$ cat src/rtl/seg7_pkg.sv
// Shared 7-segment definitions: digit count, blank pattern and the hex glyph
// table. Glyphs are {g,f,e,d,c,b,a} and active-low (0 lights a segment).
package seg7_pkg;

  localparam int NUM_DIGITS = 8;

  localparam logic [6:0] SEG_BLANK = 7'h7F;

  localparam logic [6:0] GLYPH_0 = 7'b1000000;
  localparam logic [6:0] GLYPH_1 = 7'b1111001;
  localparam logic [6:0] GLYPH_2 = 7'b0100100;
  localparam logic [6:0] GLYPH_3 = 7'b0110000;
  localparam logic [6:0] GLYPH_4 = 7'b0011001;
  localparam logic [6:0] GLYPH_5 = 7'b0010010;
  localparam logic [6:0] GLYPH_6 = 7'b0000010;
  localparam logic [6:0] GLYPH_7 = 7'b1111000;
  localparam logic [6:0] GLYPH_8 = 7'b0000000;
  localparam logic [6:0] GLYPH_9 = 7'b0010000;
  localparam logic [6:0] GLYPH_A = 7'b0001000;
  localparam logic [6:0] GLYPH_B = 7'b0000011;
  localparam logic [6:0] GLYPH_C = 7'b1000110;
  localparam logic [6:0] GLYPH_D = 7'b0100001;
  localparam logic [6:0] GLYPH_E = 7'b0000110;
  localparam logic [6:0] GLYPH_F = 7'b0001110;

endpackage

$ cat src/rtl/hex_to_seven_seg.sv
// Combinational 4-bit hex nibble to active-low 7-segment glyph lookup.
module hex_to_seven_seg
  import seg7_pkg::*;
(
  input  logic [3:0] nibble,
  output logic [6:0] segments
);

  // Map the nibble onto its glyph; anything unexpected blanks the digit.
  always_comb begin
    segments = SEG_BLANK;
    case (nibble)
      4'h0:    segments = GLYPH_0;
      4'h1:    segments = GLYPH_1;
      4'h2:    segments = GLYPH_2;
      4'h3:    segments = GLYPH_3;
      4'h4:    segments = GLYPH_4;
      4'h5:    segments = GLYPH_5;
      4'h6:    segments = GLYPH_6;
      4'h7:    segments = GLYPH_7;
      4'h8:    segments = GLYPH_8;
      4'h9:    segments = GLYPH_9;
      4'hA:    segments = GLYPH_A;
      4'hB:    segments = GLYPH_B;
      4'hC:    segments = GLYPH_C;
      4'hD:    segments = GLYPH_D;
      4'hE:    segments = GLYPH_E;
      4'hF:    segments = GLYPH_F;
      default: segments = SEG_BLANK;
    endcase
  end

endmodule

$ cat src/rtl/seven_seg_trace_display.sv
// Trace viewer for the pipeline's PC / write-data debug outputs. Every change
// of the {PC, WriteData} pair is queued in a small FIFO; each press of the
// step button pops one entry onto an 8-digit multiplexed 7-seg display
// (PC[15:0] on digits 7..4, WriteData[15:0] on digits 3..0).
module seven_seg_trace_display
  import seg7_pkg::*;
#(
  parameter int DEPTH       = 8,
  parameter int REFRESH_DIV = 100000
) (
  input  logic                       Clk,
  input  logic                       Reset,
  input  logic [31:0]                PCIn,
  input  logic [31:0]                DataIn,
  input  logic                       StepBtn,
  output logic [7:0]                 Anode,
  output logic [6:0]                 Cathode,
  output logic                       DP,
  output logic [$clog2(DEPTH):0]     Count,
  output logic                       Overflow
);

  localparam int PTR_W = $clog2(DEPTH);
  localparam int CNT_W = PTR_W + 1;
  localparam int DIV_W = (REFRESH_DIV > 1) ? $clog2(REFRESH_DIV) : 1;

  localparam logic [CNT_W-1:0] CNT_FULL = CNT_W'(DEPTH);
  localparam logic [CNT_W-1:0] CNT_ZERO = {CNT_W{1'b0}};
  localparam logic [DIV_W-1:0] DIV_LAST = DIV_W'(REFRESH_DIV - 1);
  localparam logic [2:0]       SEP_DIGIT = 3'd4;

  // Capture path
  logic [63:0]      pairNow_s;
  logic [63:0]      prevPair_r;
  logic [31:0]      fifoMem_r [DEPTH];
  logic [PTR_W-1:0] wrPtr_r;
  logic [PTR_W-1:0] rdPtr_r;
  logic [CNT_W-1:0] count_r;
  logic             overflow_r;
  logic             push_s;
  logic             pop_s;
  logic             full_s;
  logic             empty_s;
  logic             pushAccept_s;
  logic             dropPush_s;

  // Step button path
  logic             stepSync1_r;
  logic             stepSync2_r;
  logic             stepPrev_r;
  logic             stepPulse_r;

  // Shown entry and scan
  logic [15:0]      shownPc_r;
  logic [15:0]      shownData_r;
  logic [DIV_W-1:0] divCnt_r;
  logic [2:0]       digitIdx_r;
  logic [31:0]      shownWord_s;
  logic [3:0]       nibble_s;
  logic [6:0]       glyph_s;
  logic [7:0]       anodeNext_s;
  logic             dpNext_s;
  logic [7:0]       anode_r;
  logic [6:0]       cathode_r;
  logic             dp_r;

  // FIFO control: detect a new pair and decide whether it is stored or dropped.
  always_comb begin
    pairNow_s    = {PCIn, DataIn};
    push_s       = (pairNow_s != prevPair_r);
    empty_s      = (count_r == CNT_ZERO);
    full_s       = (count_r == CNT_FULL);
    pop_s        = stepPulse_r && !empty_s;
    // A pop on the same edge frees the slot the push needs.
    pushAccept_s = push_s && (!full_s || pop_s);
    dropPush_s   = push_s && full_s && !pop_s;
  end

  // Storage array; no reset because pointer reset already discards contents.
  always_ff @(posedge Clk) begin
    if (pushAccept_s) begin
      fifoMem_r[wrPtr_r] <= {PCIn[15:0], DataIn[15:0]};
    end
  end

  // Previous-pair register, pointers, occupancy, sticky overflow and shown entry.
  always_ff @(posedge Clk) begin
    if (!Reset) begin
      prevPair_r  <= 64'd0;
      wrPtr_r     <= {PTR_W{1'b0}};
      rdPtr_r     <= {PTR_W{1'b0}};
      count_r     <= CNT_ZERO;
      overflow_r  <= 1'b0;
      shownPc_r   <= 16'd0;
      shownData_r <= 16'd0;
    end else begin
      prevPair_r <= pairNow_s;
      if (pushAccept_s) begin
        wrPtr_r <= wrPtr_r + PTR_W'(1);
      end
      if (pop_s) begin
        rdPtr_r     <= rdPtr_r + PTR_W'(1);
        shownPc_r   <= fifoMem_r[rdPtr_r][31:16];
        shownData_r <= fifoMem_r[rdPtr_r][15:0];
      end
      case ({pushAccept_s, pop_s})
        2'b10:   count_r <= count_r + CNT_W'(1);
        2'b01:   count_r <= count_r - CNT_W'(1);
        default: count_r <= count_r;
      endcase
      if (dropPush_s) begin
        overflow_r <= 1'b1;
      end
    end
  end

  // Step button: two-flop synchroniser, rising-edge detect, registered one-cycle pulse.
  always_ff @(posedge Clk) begin
    if (!Reset) begin
      stepSync1_r <= 1'b0;
      stepSync2_r <= 1'b0;
      stepPrev_r  <= 1'b0;
      stepPulse_r <= 1'b0;
    end else begin
      stepSync1_r <= StepBtn;
      stepSync2_r <= stepSync1_r;
      stepPrev_r  <= stepSync2_r;
      stepPulse_r <= stepSync2_r && !stepPrev_r;
    end
  end

  // Refresh divider and digit index; the index advances on divider terminal count.
  always_ff @(posedge Clk) begin
    if (!Reset) begin
      divCnt_r   <= {DIV_W{1'b0}};
      digitIdx_r <= 3'd0;
    end else if (divCnt_r == DIV_LAST) begin
      divCnt_r   <= {DIV_W{1'b0}};
      digitIdx_r <= digitIdx_r + 3'd1;
    end else begin
      divCnt_r   <= divCnt_r + DIV_W'(1);
      digitIdx_r <= digitIdx_r;
    end
  end

  // Select the nibble and decimal point for the digit currently being scanned.
  always_comb begin
    shownWord_s = {shownPc_r, shownData_r};
    nibble_s    = shownWord_s[{digitIdx_r, 2'b00} +: 4];
    anodeNext_s = ~(8'b0000_0001 << digitIdx_r);
    if (digitIdx_r == SEP_DIGIT) begin
      dpNext_s = 1'b0;
    end else if ((digitIdx_r == 3'd0) && overflow_r) begin
      dpNext_s = 1'b0;
    end else begin
      dpNext_s = 1'b1;
    end
  end

  hex_to_seven_seg u_hexToSevenSeg (
    .nibble   (nibble_s),
    .segments (glyph_s)
  );

  // Register the display drive so anode, segments and DP switch together.
  always_ff @(posedge Clk) begin
    if (!Reset) begin
      anode_r   <= 8'hFE;
      cathode_r <= GLYPH_0;
      dp_r      <= 1'b1;
    end else begin
      anode_r   <= anodeNext_s;
      cathode_r <= glyph_s;
      dp_r      <= dpNext_s;
    end
  end

  assign Anode    = anode_r;
  assign Cathode  = cathode_r;
  assign DP       = dp_r;
  assign Count    = count_r;
  assign Overflow = overflow_r;

  // NUM_DIGITS documents the scan width; the index is 3 bits for 8 digits.
  localparam int SCAN_DIGITS = NUM_DIGITS;

endmodule

$ cat config.mk
export PLATFORM = sky130hd
export DESIGN_NAME = seven_seg_trace_display
export DESIGN_NICKNAME = d
export VERILOG_FILES = /design/src/rtl/seg7_pkg.sv /design/src/rtl/hex_to_seven_seg.sv /design/src/rtl/seven_seg_trace_display.sv
export SDC_FILE = /design/constraint.sdc
export NUM_CORES = 1
export LEC_CHECK = 0
export CAP_MARGIN = 30
export CORE_MARGIN = 2
export CORE_UTILIZATION = 30
export CTS_CLUSTER_DIAMETER = 100
export DETAILED_ROUTE_END_ITERATION = 8
export GPL_ROUTABILITY_DRIVEN = 0
export PLACE_DENSITY_LB_ADDON = 0.1
export RECOVER_POWER = 50
export SKIP_CTS_REPAIR_TIMING = 1
export SYNTH_ARGS = -nofsm -noshare
export SYNTH_HDL_FRONTEND = slang
export SYNTH_SLANG_ARGS = --single-unit
$ cat constraint.sdc
create_clock -name Clk -period 5.3 [get_ports Clk]
set_input_delay 0.795 -clock Clk [delete_from_list [all_inputs] [get_ports Clk]]
set_output_delay 0.795 -clock Clk [all_outputs]
set_load 0.05 [all_outputs]
==> flow_metrics.py <==
metrics = {
    "run_status": {
        "outcome": "complete, but fails checks",
        "violations": "max-capacitance violations, max-slew violations",
    },
    "grt": {
        "grt_pass1_wl_um": 55700,
        "grt_overflow": 0,
        "grt_pass1_vias": 8597,
        "grt_max_degree": 80,
        "antenna_found_initial": 2,
        "grt_usage_pct": 14.0,
    },
    "placement": {
        "dpl.hpwl_um": 21300,
        "dpl.cell_count": 1725,
        "port_buffers": 87,
        "dpl_cell_area_um2": 17400,
    },
    "setup_path": {
        "critPathSlowestCell": "dlygate4sd3_1",
        "crit_arrival_ns": 4.44,
        "crit_chain": "dlygate4sd3_1 -> xor2_1 -> nor4_1 -> nand4_1 -> nor4_4 -> nand2_1 -> fa_1 -> or4_1 -> a31oi_1",
        "crit_fanout": 10,
        "slowest_delay_ns": 0.72,
        "cp_data_required_time_ns": 5.77,
        "path_buf_inv": 1,
        "endpoint_kind": "flip-flop",
        "critPathKind": "in2reg",
        "crit_family": "simple AND/OR/NAND/NOR gates",
        "crit_path_start_kind": "primary input",
    },
    "synth": {
        "yosys_most_used_dff": "edfxtp_1",
        "synth_top_family_by_area": "multiplexers",
        "synth-simple-area-share_pct": 7.87,
        "synth_area_um2": 15600,
        "synth_compound_area_share_pct": 2.79,
        "avgSynthCellArea_um2": 16.0,
        "syn_nets": 1060,
        "ys_types": 50,
        "ys_seq_area_share_pct": 68.2,
        "synthesis.instances": 975,
        "synth-adder-area-share_pct": 1.49,
        "muxShareOfSynthArea_pct": 13.4,
        "synth-xor-area-share_pct": 4.55,
        "ys_ff_latch": 403,
        "ys_warn_count": 0,
        "async_flop_share_pct": 0,
        "synth_edf_count": 256,
    },
    "floorplan": {
        "start_util_pct": 30.4,
        "placement_rows": 83,
        "fp.dieH_um": 232,
        "dieArea_um2": 53800,
        "io_pins": 88,
        "fp.coreArea_um2": 51300,
        "die_w_um": 232,
    },
    "timing": {
        "rsz0062_at_grt": "no",
        "finalSetupTns_ns": 0,
        "setup_viol": 0,
        "finalHoldViolCount": 0,
        "drv_slew": 115,
        "max_slew.worst_pin.slew_ns": 3.57,
        "max_freq_mhz": 251,
        "finalCriticalPeriod_ns": 3.98,
        "maxSlewHeadroom_pct": -138,
        "fin_crit_sh_pct": 75.1,
        "skew_ns": 0.0228,
        "timing.hold.ws_ns": 0.377,
    },
    "finish": {
        "post-route-util_pct": 36.7,
        "antennaDiodeCount": 0,
        "final_cells": 1811,
        "layout_commonest_cell": "edfxtp_1",
        "finalInstanceArea_um2": 18800,
        "syn2layout_area_growth_pct": 20.9,
        "final_cell_mix": "edfxtp_1 (256), dfxtp_1 (145), xor2_1 (73), mux4_2 (72), nor2_1 (66)",
        "layout-drive-gt1-share_pct": 16.6,
        "nNetsFinal": 1178,
    },
    "route": {
        "final_antenna_net_count": 0,
        "drc": 0,
        "viasPerCell": 4.53,
        "initialDrtViolationCount": 402,
        "dr.pass1.iters": 4,
        "wire_per_inst_um": 20.1,
        "drt-total-wl_um": 36300,
        "num_vias": 8206,
    },
    "power_and_ir_drop": {
        "powerDensity_nw_per_um2": 374,
        "p_leak_uw": 0.00631,
        "max-vdd-ir-drop_uv": 237,
    },
    "cts": {
        "cts_tree": "built",
        "cts.htree.levels": 2,
        "cts_sinks": 403,
        "cts_made_buffers": 46,
        "clk_latency_ns": 0.58,
        "path_clk_slew_ns": 0.06,
        "clockBufferDepth": 3,
        "clock-root-buffer": "clkbuf_16",
    },
    "flow_run": {
        "max-cap-violations": 2,
    },
    "min_path": {
        "hold_path.class": "reg2reg",
    },
}
[cells by family (layout without fill, tap and decap cells)]
family                   Yosys count  after routing
XOR/XNOR                          81             81
AND/OR/NAND/NOR                  228            228
flip-flops                       403            403
buffers and inverters             63            219
adder cells (fa/ha/maj)           18             18
multiplexers                     118            118
AO/OA/AOI/OAI                     64             64
[worst register-to-register path, stage by stage, from the launching register on]
cell,delay [ns]
dfxtp_1,2.11
buf_12,0.38
mux4_2,0.58
mux2i_1,0.31
a211oi_1,0.13
[synthesized netlist by cell type (17+ instances only)]
library cell  number  area (µm²)
xor2_1            73         639
nand2_1           23        86.3
mux4_2            72        1620
clkbuf_1          29         109
and2_1            69         432
ha_1              17         213
nor4_1            18         113
dfxtp_1          147        2940
a211oi_1          33         248
mux2i_1           44         440
edfxtp_1         256        7690
nor2_1            67         251
[through the flow]
stage / power (µW) / setup slack, ns
floorplan: 3810 / 0.0186
global placement: 4030 / 0.337
detailed placement: 4040 / 0.833
CTS: 7190 / 1.43
global route: 7350 / 1.04
finish: 7040 / 1.32
[metal layers]
metal	part of all wire, %	global-route usage [%]
met1	48	19.3
met2	46	21.9
met3	3.7	2.60
met4	2.7	4.97
met5	0.063	0
[worst paths after layout]
kind / startpoint / to / slack [ns] / depth (start not counted)
min reg2reg: stepPrev_r / stepPulse_r / 0.38 / 1
max reg2reg: rdPtr_r[0] / shownPc_r[4] / 1.65 / 4
min: stepPrev_r / stepPulse_r / 0.38 / 1
max: DataIn[4] / Count[1] / 1.32 / 9
[state kept, by name, summed over array words and instances (netlist names), 3 cells and up]
| name | flops |
|---|---|
| fifoMem_r | 256 |
| Anode | 8 |
| wrPtr_r | 3 |
| rdPtr_r | 3 |
| Cathode | 7 |
| divCnt_r | 17 |
| prevPair_r | 64 |
| shownPc_r | 16 |
| shownData_r | 16 |
| digitIdx_r | 3 |
| Count | 4 |
[final cells by class]
type,instances,area [µm²]
Clock inverter,18,161
Tap cell,680,851
Timing Repair Buffer,118,1090
Clock buffer,68,1320
Fill cell,4929,32500
Inverter,15,56.3
Sequential cell,403,10600
Multi-Input combinational cell,509,4730
[power by group]
group	leakage (µW)	internal (µW)	total, µW	switching, µW
clock	0.000736	1830	3090	1270
combinational	0.00202	177	423	246
sequential	0.00356	3480	3520	47.0
Power figures use the tool's default switching activity.
